--- src/rtl/snoop_responder.sv ---
// Snoop-side MESI controller: watches the arbiter's registered broadcast, looks up a
// shadow tag/state array and applies the snoop transition, requesting flushes of dirty lines.
package mesi_types;
  typedef enum logic [1:0] {
    No_OP   = 2'b00,
    BusRd   = 2'b01,
    BusRdX  = 2'b10,
    BusUpgr = 2'b11
  } bus_request;
endpackage

module snoop_responder
  import mesi_types::*;
#(
  parameter int unsigned CACHE_ID = 0,
  parameter int unsigned LINES    = 4
) (
  input  logic       clk,
  input  logic       rst,
  input  bus_request cmd_out,
  input  logic [7:0] addr_out,
  input  logic [1:0] bus_owner,
  input  logic       upd_valid,
  input  logic [7:0] upd_addr,
  input  logic [1:0] upd_state,
  output logic       upd_ready,
  output logic       snoop_busy,
  output logic       snoop_shared,
  output logic       flush_req,
  output logic [7:0] flush_addr,
  input  logic       flush_ack,
  output logic       snoop_done,
  output logic       proto_err
);
  localparam int unsigned IW = $clog2(LINES);
  localparam int unsigned TW = 8 - IW;

  typedef enum logic [1:0] {IDLE, LOOKUP, FLUSH} state_t;
  typedef enum logic [1:0] {ST_I = 2'b00, ST_S = 2'b01, ST_E = 2'b10, ST_M = 2'b11} mesi_t;

  state_t     r_state, w_nstate;
  bus_request r_cmd;
  logic [7:0] r_addr;
  mesi_t      r_st  [LINES];
  logic [TW-1:0] r_tag [LINES];

  logic          r_shared, r_done, r_perr, r_flush_req;
  logic [7:0]    r_flush_addr;

  logic          w_capture, w_upd_en, w_hit;
  logic          w_shared, w_done, w_perr, w_wr;
  mesi_t         w_wr_st, w_cur_st;
  logic [IW-1:0] w_idx, w_upd_idx;

  assign w_capture = (cmd_out != No_OP) && !bus_owner[CACHE_ID];
  assign w_upd_en  = upd_valid && (r_state == IDLE);
  assign w_idx     = r_addr[IW-1:0];
  assign w_upd_idx = upd_addr[IW-1:0];
  assign w_cur_st  = r_st[w_idx];
  assign w_hit     = (w_cur_st != ST_I) && (r_tag[w_idx] == r_addr[7:IW]);

  always_ff @(posedge clk or posedge rst) begin
    if (rst) r_state <= IDLE;
    else     r_state <= w_nstate;
  end

  always_comb begin
    w_nstate = r_state;
    w_shared = 1'b0;
    w_done   = 1'b0;
    w_perr   = 1'b0;
    w_wr     = 1'b0;
    w_wr_st  = ST_I;
    unique case (r_state)
      IDLE: if (w_capture) w_nstate = LOOKUP;
      LOOKUP: begin
        w_nstate = IDLE;
        if (!w_hit) begin
          w_done = 1'b1;
        end else begin
          w_wr = 1'b1;
          case (r_cmd)
            BusRd: begin
              w_wr_st  = ST_S;
              w_shared = 1'b1;
              if (w_cur_st == ST_M) w_nstate = FLUSH;
              else                  w_done   = 1'b1;
            end
            BusRdX: begin
              if (w_cur_st == ST_M) w_nstate = FLUSH;
              else                  w_done   = 1'b1;
            end
            BusUpgr: begin
              w_perr = (w_cur_st == ST_E) || (w_cur_st == ST_M);
              w_done = 1'b1;
            end
            default: begin
              w_wr   = 1'b0;
              w_done = 1'b1;
            end
          endcase
        end
      end
      FLUSH: begin
        if (flush_ack) begin
          w_nstate = IDLE;
          w_done   = 1'b1;
        end
      end
      default: w_nstate = IDLE;
    endcase
  end

  always_ff @(posedge clk or posedge rst) begin
    if (rst) begin
      r_cmd        <= No_OP;
      r_addr       <= '0;
      r_shared     <= 1'b0;
      r_done       <= 1'b0;
      r_perr       <= 1'b0;
      r_flush_req  <= 1'b0;
      r_flush_addr <= '0;
    end else begin
      if (r_state == IDLE && w_capture) begin
        r_cmd  <= cmd_out;
        r_addr <= addr_out;
      end
      r_shared    <= w_shared;
      r_done      <= w_done;
      r_perr      <= w_perr;
      r_flush_req <= (w_nstate == FLUSH);
      if (r_state == LOOKUP && w_nstate == FLUSH) r_flush_addr <= r_addr;
    end
  end

  // Local updates only land in IDLE and lookup writes only in LOOKUP, so the two never collide.
  always_ff @(posedge clk or posedge rst) begin
    if (rst) begin
      for (int unsigned i = 0; i < LINES; i++) begin
        r_st[i]  <= ST_I;
        r_tag[i] <= '0;
      end
    end else if (w_upd_en) begin
      r_st[w_upd_idx]  <= mesi_t'(upd_state);
      r_tag[w_upd_idx] <= upd_addr[7:IW];
    end else if (w_wr) begin
      r_st[w_idx] <= w_wr_st;
    end
  end

  assign upd_ready    = (r_state == IDLE);
  assign snoop_busy   = (r_state != IDLE);
  assign snoop_shared = r_shared;
  assign snoop_done   = r_done;
  assign proto_err    = r_perr;
  assign flush_req    = r_flush_req;
  assign flush_addr   = r_flush_addr;
endmodule
--- config.mk ---
export PLATFORM = sky130hd
export DESIGN_NAME = snoop_responder
export DESIGN_NICKNAME = d
export VERILOG_FILES = /design/src/rtl/snoop_responder.sv
export SDC_FILE = /design/constraint.sdc
export NUM_CORES = 1
export LEC_CHECK = 0
export ABC_CLOCK_PERIOD_IN_PS = 3600
export CAP_MARGIN = 0
export CORE_ASPECT_RATIO = 2
export CORE_UTILIZATION = 42
export CTS_BUF_LIST = sky130_fd_sc_hd__clkbuf_16
export CTS_CLUSTER_DIAMETER = 40
export DETAILED_ROUTE_END_ITERATION = 16
export PLACE_DENSITY = 0.66
export SLEW_MARGIN = 15
export SYNTH_ARGS = -nofsm -noshare
export SYNTH_HDL_FRONTEND = slang
export SYNTH_SLANG_ARGS = --single-unit
--- constraint.sdc ---
create_clock -name clk -period 3.6 [get_ports clk]
set_clock_uncertainty 0.2 [all_clocks]
set_input_delay 0.72 -clock clk [delete_from_list [all_inputs] [get_ports clk]]
set_output_delay 0.72 -clock clk [all_outputs]
set_load 0.01 [all_outputs]
==> reports/metrics.yaml <==
status: "completed"
grt_start_max_net_pins: 23
crit_type: "register to register"
vias: 2249
required_ns: 3.55
post-route-period-util_pct: 77.8
die_w_um: 61.5
clk_latency_ns: 0.29
ant_nets: 0
power_density_nw_per_um2: 801
syn_area_um2: 2980
area_growth_pct: 22.7
max_cap_viol_count: 0
worst_pin_slew_ns: 0.660
worst_setup_path_end_kind: "register"
design_area_um2: 3650
cts_tree: "built"
worst_slack_ns: 0.800
gp_congestion: 0.909
synth_edf_count: 0
relSlewSlack_pct: 56.0
cts.path.max_buffers: 2
core-area_um2: 6890
antenna_cells: 0
ys_seq_area_share_pct: 47.1
multiInputGateArea_um2: 1480
die_area_um2: 7450
grt.total_usage_pct: 21.1
grt.overflow.total: 0
setup_viol: 0
synth_top_area_share_pct: 47.1
clockRootBuffer: "clkbuf_16"
drc: 0
ys_warn_count: 0
cts_setup_buffers: 0
maxSlewViolCount: 0
dr.pass1.iters: 4
first_global_vias: 2317
dp_hpwl_um: 5280
setup_tns_ns: 0
fill_cells: 663
synth_area_leader_cell: "dfrtp_1"
die_h_um: 121
routed_via_density: 5.71
hold_viol_final: 0
drive_gt1_share_pct: 20.1
wl_um: 6910
place_ws_ns: 0.841
fin_nets: 336
rsz0062_at_grt: "no"
crit_slowest_cell: "dfrtp_1"
synthFlopType: "dfrtp_1"
grt_first_pass_wirelength_um: 11500
clock.fmax_ghz: 0.357
cp_slowest_stage_delay_ns: 0.72
async_reset_ff_share_pct: 100
dpl-instance-area_um2: 3490
critical_path.startpoint_type: "register"
synth_most_common_cell: "dfrtp_1"
antenna_found_initial: 0
holdCritPathClass: "register to register"
worstPathArrival_ns: 2.75
ys_ff_latch: 56
ir_drop_mv: 0.481
placementRows: 43
cts_buffers: 5
yosysUniqueCellTypes: 40
worstPathCellList: "mux4_2 > xnor2_2 > o2111a_2 > nand2b_1 > o21ai_4 > o221ai_1"
wl_per_cell_um: 17.5
cts.sinks: 56
start_util_pct: 43.2
synth_nets: 291
finalCriticalPeriod_ns: 2.80
cts-htree-levels: 2
ctsHoldBuffers: 0
syn_avg_cell_area_um2: 11.5
synth_commonest_cells: "dfrtp_1 (56), mux2_2 (32), nand2_1 (16), nand4_1 (14), nand3_1 (13)"
drt_iter0_drc: 71
path_clk_slew_ns: 0.07
synth_top_cells_by_area: "dfrtp_1 (47%), mux2_2 (12%), o221ai_1 (3.5%)"
io_pins: 40
crit_fanout: 13
io_buffers: 38
synthCells: 258
cts_resized: 0
p_leak_nw: 1.55
seq_area_um2: 1400
-- through the flow --
stage | hold WS [ns] | util, % | cells | power, mW
3_5_place_dp | 0.292 | 50.7 | 386 | 2.39
4_1_cts | 0.307 | 53.0 | 394 | 2.94
5_1_grt | 0.330 | 53.0 | 394 | 3.14
3_3_place_gp | 0.281 | 50.7 | 386 | 2.35
2_1_floorplan | 0.274 | - | 258 | 2.03
6_report | 0.305 | 53.0 | 394 | 2.93
-- critical path: cells and delay by family, from the launching register on --
kind,cells,cell delay [ns]
AND/OR/NAND/NOR,1,0.12
multiplexers,1,0.62
XOR/XNOR,1,0.20
AO/OA/AOI/OAI,3,0.79
flip-flops,1,0.72
-- flip-flops by register name, indices dropped and copies added (netlist names) --
register and count:
r_tag 24, flush_addr 8, r_addr 8, r_st 8, r_cmd 2, r_state 2
flush_req 1, proto_err 1, snoop_done 1, snoop_shared 1
-- where the power goes --
group,leakage (nW),switching [mW],internal (mW)
Sequential,0.641,0.247,0.881
Combinational,0.828,0.632,0.629
Clock,0.0789,0.213,0.324
-- layout by cell type (no fill, tap or decap), types with 6 or more instances in the layout --
master           Yosys  final
and3_1              11     11
xor2_1               8      8
dfrtp_1             56     56
mux2i_1              8      8
buf_4                2     10
a21oi_1             10     10
inv_1               10      9
o221ai_1            12     12
o21ai_0              6      6
nand3_1             13     13
nor2_1               9      9
nand4_1             14     14
nand2_1             16     16
mux2_2              32     32
ha_1                 7      7
clkdlybuf4s50_1      0     38
-- area by class of cell --
class | instances | area share [%]
clock buffer | 5 | 3.43
inverter | 11 | 1.13
clock inverter | 3 | 1.03
multi-input combinational | 181 | 40.5
tap | 90 | 3.08
sequential | 56 | 38.4
timing repair buffer | 48 | 12.5
-- cells by family after synthesis --
| kind of cell | Yosys count | synth area share, % |
|---|---|---|
| AOI/OAI and AO/OA | 40 | 9.84 |
| adders and majority gates | 7 | 2.94 |
| DFF | 56 | 47.1 |
| muxes | 46 | 18.8 |
| xor gates and xnor gates | 10 | 3.45 |
| buffers and inverters | 21 | 3.24 |
| and+or+nand+nor | 78 | 14.7 |
-- worst paths after layout --
kind | start | to | slack, ns | cells after the start
worst min register to register | r_tag[19] | r_tag[19] | 0.30 | 1
max in group asynchronous | rst | r_tag[10] | 1.98 | 3
min in group asynchronous | rst | r_state[1] | 0.58 | 2
worst max register to register | r_addr[0] | r_st[1] | 0.80 | 6
worst max-delay path | r_addr[0] | r_st[1] | 0.80 | 6
worst min-delay path | r_tag[19] | r_tag[19] | 0.30 | 1
-- layer usage --
| layer | global-route usage (%) | routed length, um | vias up |
|---|---|---|---|
| met2 | 37.2 | 3940 | 56 |
| li1 | - | - | 1053 |
| met1 | 22.9 | 2520 | 1122 |
| met4 | 10.7 | 280 | 0 |
| met3 | 3.73 | 174 | 18 |
| met5 | 0 | 0 | - |
(Power assumes the default switching activity.)
==> RTL change 1, RTL diff (same settings) <==
Re-encode `state_t` (3 states) as one-hot, 3 bits wide.
--- a/src/rtl/snoop_responder.sv
+++ b/src/rtl/snoop_responder.sv
@@ -35,7 +35,7 @@
   localparam int unsigned IW = $clog2(LINES);
   localparam int unsigned TW = 8 - IW;
 
-  typedef enum logic [1:0] {IDLE, LOOKUP, FLUSH} state_t;
+  typedef enum logic [2:0] {IDLE = 3'b001, LOOKUP = 3'b010, FLUSH = 3'b100} state_t;
   typedef enum logic [1:0] {ST_I = 2'b00, ST_S = 2'b01, ST_E = 2'b10, ST_M = 2'b11} mesi_t;
 
   state_t     r_state, w_nstate;
Behaviour: no difference found for any inputs over 4 cycles, from zero or initial values and one cycle with rst high; so few cycles prove little.
==> RTL change 1 against the original RTL <==
  * Global-route usage down 1.2 points
  * Final cell count fell by 1.0%
  * Area after synthesis decreased by 10%
  * Wire length down 18%
  * Sequential cell count increased by 1
  * Maximum frequency fell by 12%
  * Via count down 12%
  * Cell area down 3.8%
  * Worst setup slack worse by 0.39 ns
  * Highest routed layer unchanged
Power is not compared: it rests on default switching activity, and its combinational part moved more than twofold at a synthesized area within 25%.
==> RTL change 1: results (changes against the original RTL) <==
- Status: completed
- Post-DR vias/cell: 5.06 (-11%)
- Slew at the pin closest to its max-slew limit: 0.707 ns (+0.0473 ns)
- Worst Path Max Fanout: 6 (-7)
- Final Routed Wirelength: 5670 um (-18%)
- Reg clk slew, reported paths: 0.05 ns (-0.02 ns)
- CTS buffer count: 9 (+4)
- Layout net count: 330 (-1.8%)
- Commonest cells in the netlist: 67 x nand2_1, 56 x dfrtp_1, 22 x mux2_2, 17 x nor2_1
- GRT Total Usage: 19.9% (-1.2 points)
- Syn Nets: 281 (-3.4%)
- Worst-skew pair later-pin latency: 0.33 ns (+0.04 ns)
- H-tree depth: 3 (+1)
- Global-route wire length before repair: 9600 um (-16%)
- Largest net degree at the start of global routing: 58 (+150%)
- Pre-CTS setup slack: 0.401 ns (-0.440 ns)
- Yosys Warn Count: 0 (unchanged)
- Hold WC Path Type: reg2reg
- Startpoint Class: register
- Hold Path Stages: 2 (+1)
- Layout cell share with drive strength beyond 1: 17.0% (-3.1 points)
- Arr. time, crit path: 3.21 ns (+0.46 ns)
- Reg2reg end: r_st[7]
- Flip-flop count of the largest register after layout: 24 (unchanged)
- Hold path endpoint: r_tag[18]
- Routability cong.: 0.806 (-11%)
- Register area share after synthesis: 53.3% (+6.3 points)
- Top cells by area, synth: dfrtp_1 52%, nand2_1 9.4%, mux2_2 9.3%
- FF-to-FF setup slack: 0.41 ns (-0.39 ns)
- Initial DRC Count: 100 (+41%)
- Synth cell types: 34 (-15%)
- HPWL after detailed placement: 4110 um (-22%)
- Worst Min Path Start: r_tag[18]
- Vias in the first global route: 2018 (-13%)
RTL change 1: cell types whose count changed after synthesis, moves of 8 or more:
cell / unedited run / this run
nand4_1: 14 / 0
nand2_1: 16 / 67
nor2_1: 9 / 17
mux2_2: 32 / 22
o221ai_1: 12 / 0
xnor2_1: 0 / 9
nand3_1: 13 / 4
and3_1: 11 / 0
xor2_1: 8 / 0
a21oi_1: 10 / 1
RTL change 1: through the flow:
stage          hold slack, ns  util (%)  area [um^2]  power [W]  instances
2_1_floorplan           0.240         -         2680    0.00121        252
3_3_place_gp            0.255      52.9         3200    0.00136        374
3_5_place_dp            0.263      52.9         3200    0.00138        374
4_1_cts                 0.275      58.0         3510    0.00226        390
5_1_grt                 0.297      58.0         3510    0.00235        390
6_report                0.272      58.0         3510    0.00223        390
RTL change 1: cells by family (layout without fill, tap and decap cells):
group           after synthesis  after routing  share of synthesized area, %
xor+xnor                      9              9                          2.95
fa+ha+maj                     3              3                          1.40
flops                        57             57                          53.3
simple gates                116            116                          19.7
buf+inv                      14             68                          2.20
compound gates               18             18                          4.44
mux                          35             35                          16.0
RTL change 1: how the worst max path moves through the flow:
stage,cells past startpoint,to
after global routing,6,r_st[7]
after floorplan,7,r_st[7]
after CTS,6,r_st[7]
after detailed placement,6,r_st[7]
final,6,r_st[7]
after global placement,6,r_st[7]
RTL change 1: final cells by class:
type,count,area [um^2]
tap,84,105
clock inverter,7,85.1
inverter,5,18.8
sequential,57,1430
fill,553,2540
timing repair buffer,47,460
clock buffer,9,225
multi-input combinational,181,1190
RTL change 1: layer usage:
metal	share of wire (%)	up-vias	GRT usage (%)
li1	-	969	-
met1	40	956	21.2
met5	0	-	0
met4	2.1	0	11.6
met2	55	38	34.9
met3	3.2	11	4.61
RTL change 1: worst max-delay path, stage by stage (launching register included):
cell and delay (ns):
dfrtp_1 0.52, mux4_2 0.57, nor2b_1 0.16, or4b_1 0.53, or3b_1 0.39, or4_1 0.46
a31o_1 0.24
RTL change 1: power by group:
| group | internal, W | total [W] | switching [W] |
|---|---|---|---|
| Sequential | 0.000771 | 0.000870 | 0.0000991 |
| Clock | 0.000596 | 0.000872 | 0.000276 |
| Combinational | 0.000262 | 0.000490 | 0.000228 |
| Total | 0.00163 | 0.00223 | 0.000603 |
==> RTL change 2, RTL diff (config.mk and constraints unchanged) <==
Without the edit above. Change the parameter `LINES` from 4 to 2.
--- a/src/rtl/snoop_responder.sv
+++ b/src/rtl/snoop_responder.sv
@@ -13,7 +13,7 @@
   import mesi_types::*;
 #(
   parameter int unsigned CACHE_ID = 0,
-  parameter int unsigned LINES    = 4
+  parameter int unsigned LINES    = 2
 ) (
   input  logic       clk,
   input  logic       rst,
Check against the original RTL: not equivalent (a bounded check fails within 4 cycles, from zero or initial values and one cycle with rst high).
==> RTL change 2 against the original RTL <==
  * Area after synthesis is 33% lower
  * Clock power is 23% lower
  * Cell area is 30% lower
  * Highest routed layer unchanged
  * Worst setup slack worse by 0.29 ns
  * Total power is 36% lower
  * Wire length is 40% lower
  * Combinational power is 48% lower
  * Critical path type unchanged
  * Count of clock-buffer cells in the layout stayed put
  * Sequential cell count is 14 lower
==> RTL change 2: results (changes against the original RTL) <==
- Clk root buf: clkbuf_16
- HPWL after detailed placement: 3030 um (-43%)
- Arr. time, crit path: 3.04 ns (+0.29 ns)
- Routed via count: 1328 (-41%)
- Setup TNS: 0 ns (unchanged)
- Yosys Warn Count: 0 (unchanged)
- Slowest CP cell: dfrtp_1
- Post-Synth XOR/XNOR Area: 3.07% (-0.37 points)
- H-tree depth: 2 (unchanged)
- CTS buffer count: 5 (unchanged)
- FFs w/ async S/R, synth: 100% (unchanged)
- Number of diodes: 0 (unchanged)
- Post_cts resized: 0 (unchanged)
- Worst Path Max Fanout: 16 (+3)
- Final Routed Wirelength: 4120 um (-40%)
- Worst-skew pair later-pin latency: about 0.28 ns
- Commonest cells in the netlist: 42 x dfrtp_1, 33 x mux2_2, 9 x inv_1, 9 x nand2_1
- Reg clk slew, reported paths: ~0.06 ns
- Hold WC Path Type: reg2reg
- Top cells by area, synth: dfrtp_1 53%, mux2_2 19%, ha_1 4.4%
- Initial antenna violation count: 0 (unchanged)
- Status: completed
- Post-CTS Setup Bufs: 0 (unchanged)
- Layout cell share with drive strength beyond 1: 22.3% (+2.3 points)
- R2R cell count: 6 (unchanged)
- Compound-Gate Fraction of Synth Area: 4.89% (-4.9 points)
- Filler Cells Inserted: 393 (-41%)
- I/O Buffers: 38 (unchanged)
- Hold Path Stages: 1 (unchanged)
- Largest net degree at the start of global routing: 43 (+87%)
- Flip-flop count of the largest register after layout: 14 (-42%)
- Top_reg_cell synth: dfrtp_1
- Register area share after synthesis: 52.7% (+5.6 points)
- Global-route wire length before repair: 6900 um (-40%)
- Mux cell area share after synthesis: 22.1% (+3.4 points)
- Sw Pwr: 0.000620 W (-43%)
- Crit-path max cell delay: 0.76 ns (+0.04 ns)
- Syn Nets: 188 (-35%)
- Clk buf depth: 2 (unchanged)
- Worst VDD drop: 519 uV (+8.1%)
- Pre-CTS setup slack: 0.425 ns (-0.416 ns)
- GRT Total Usage: 18.6% (-2.5 points)
- DRT Pass-1 Iters: 4 (unchanged)
- Initial DRC Count: 20 (-72%)
- Static Leakage: 1.15 nW (-26%)
- Slew at the pin closest to its max-slew limit: 0.659 ns (-0.000885 ns)
- Post-synthesis adder-cell area fraction: 4.39% (+1.4 points)
- Routability cong.: 0.949 (+4.4%)
- Layout net count: 230 (-32%)
- Largest Register: r_tag
- Vias in the first global route: 1441 (-38%)
- Synth cell types: 31 (-23%)
-- RTL change 2: worst max-delay path, delay by kind of cell (launching register included) --
family / cells / cell delay, ns
DFF: 1 / 0.76
muxes: 2 / 0.78
xor gates and xnor gates: 1 / 0.14
and+or+nand+nor: 2 / 0.96
AOI/OAI and AO/OA: 1 / 0.12
-- RTL change 2: layout make-up --
type | instances | share of cell area, %
flip-flops and latches | 42 | 41.2
multi-input cells | 100 | 34.4
repair buffers | 39 | 15.2
clock buffers | 5 | 4.90
well taps | 55 | 2.69
inverters | 9 | 1.32
clock inverters | 2 | 0.294
-- RTL change 2: final timing paths --
path                       startpoint       endpoint  slack [ns]
hold / removal              r_tag[10]      r_tag[10]        0.30
setup / recovery            r_addr[0]  flush_addr[6]        0.51
min in group asynchronous         rst     snoop_done        0.67
hold reg to reg             r_tag[10]      r_tag[10]        0.30
max in group asynchronous         rst       r_tag[7]        2.16
setup reg to reg            r_addr[0]  flush_addr[6]        0.51
-- RTL change 2: power by group through the flow --
stage                     Clock (W)  Sequential, W  Combinational (W)
final                      0.000415       0.000806           0.000653
after global placement            0       0.000797           0.000634
after floorplan                   0       0.000747           0.000531
after detailed placement          0       0.000813           0.000659
after CTS                  0.000421       0.000805           0.000666
after global routing       0.000439       0.000830           0.000721
-- RTL change 2: cells by family (layout without fill, tap and decap cells) --
| logic type | after synthesis | count (layout) |
|---|---|---|
| DFF | 42 | 42 |
| muxes | 40 | 40 |
| and+or+nand+nor | 31 | 31 |
| AOI/OAI and AO/OA | 15 | 15 |
| buffers and inverters | 13 | 55 |
| adders and majority gates | 7 | 7 |
| xor gates and xnor gates | 7 | 7 |
-- RTL change 2: per-layer routing --
metal  vias to the layer above  track usage [%]  wire length, um
met5                         -                0                0
met4                         0             9.62              114
met3                        12             3.36               91
met2                        41             33.5             2340
met1                       650             20.0             1580
li1                        625                -                -
-- RTL change 2: per-stage QoR --
step                cell area (um^2)  hold slack [ns]  util, %  instances  total power (W)
floorplan                       1990            0.279        -        155          0.00128
global placement                2420            0.288     52.7        245          0.00143
detailed placement              2420            0.292     52.7        245          0.00147
CTS                             2550            0.305     55.5        252          0.00189
global route                    2550            0.314     55.5        252          0.00199
finish                          2550            0.303     55.5        252          0.00187
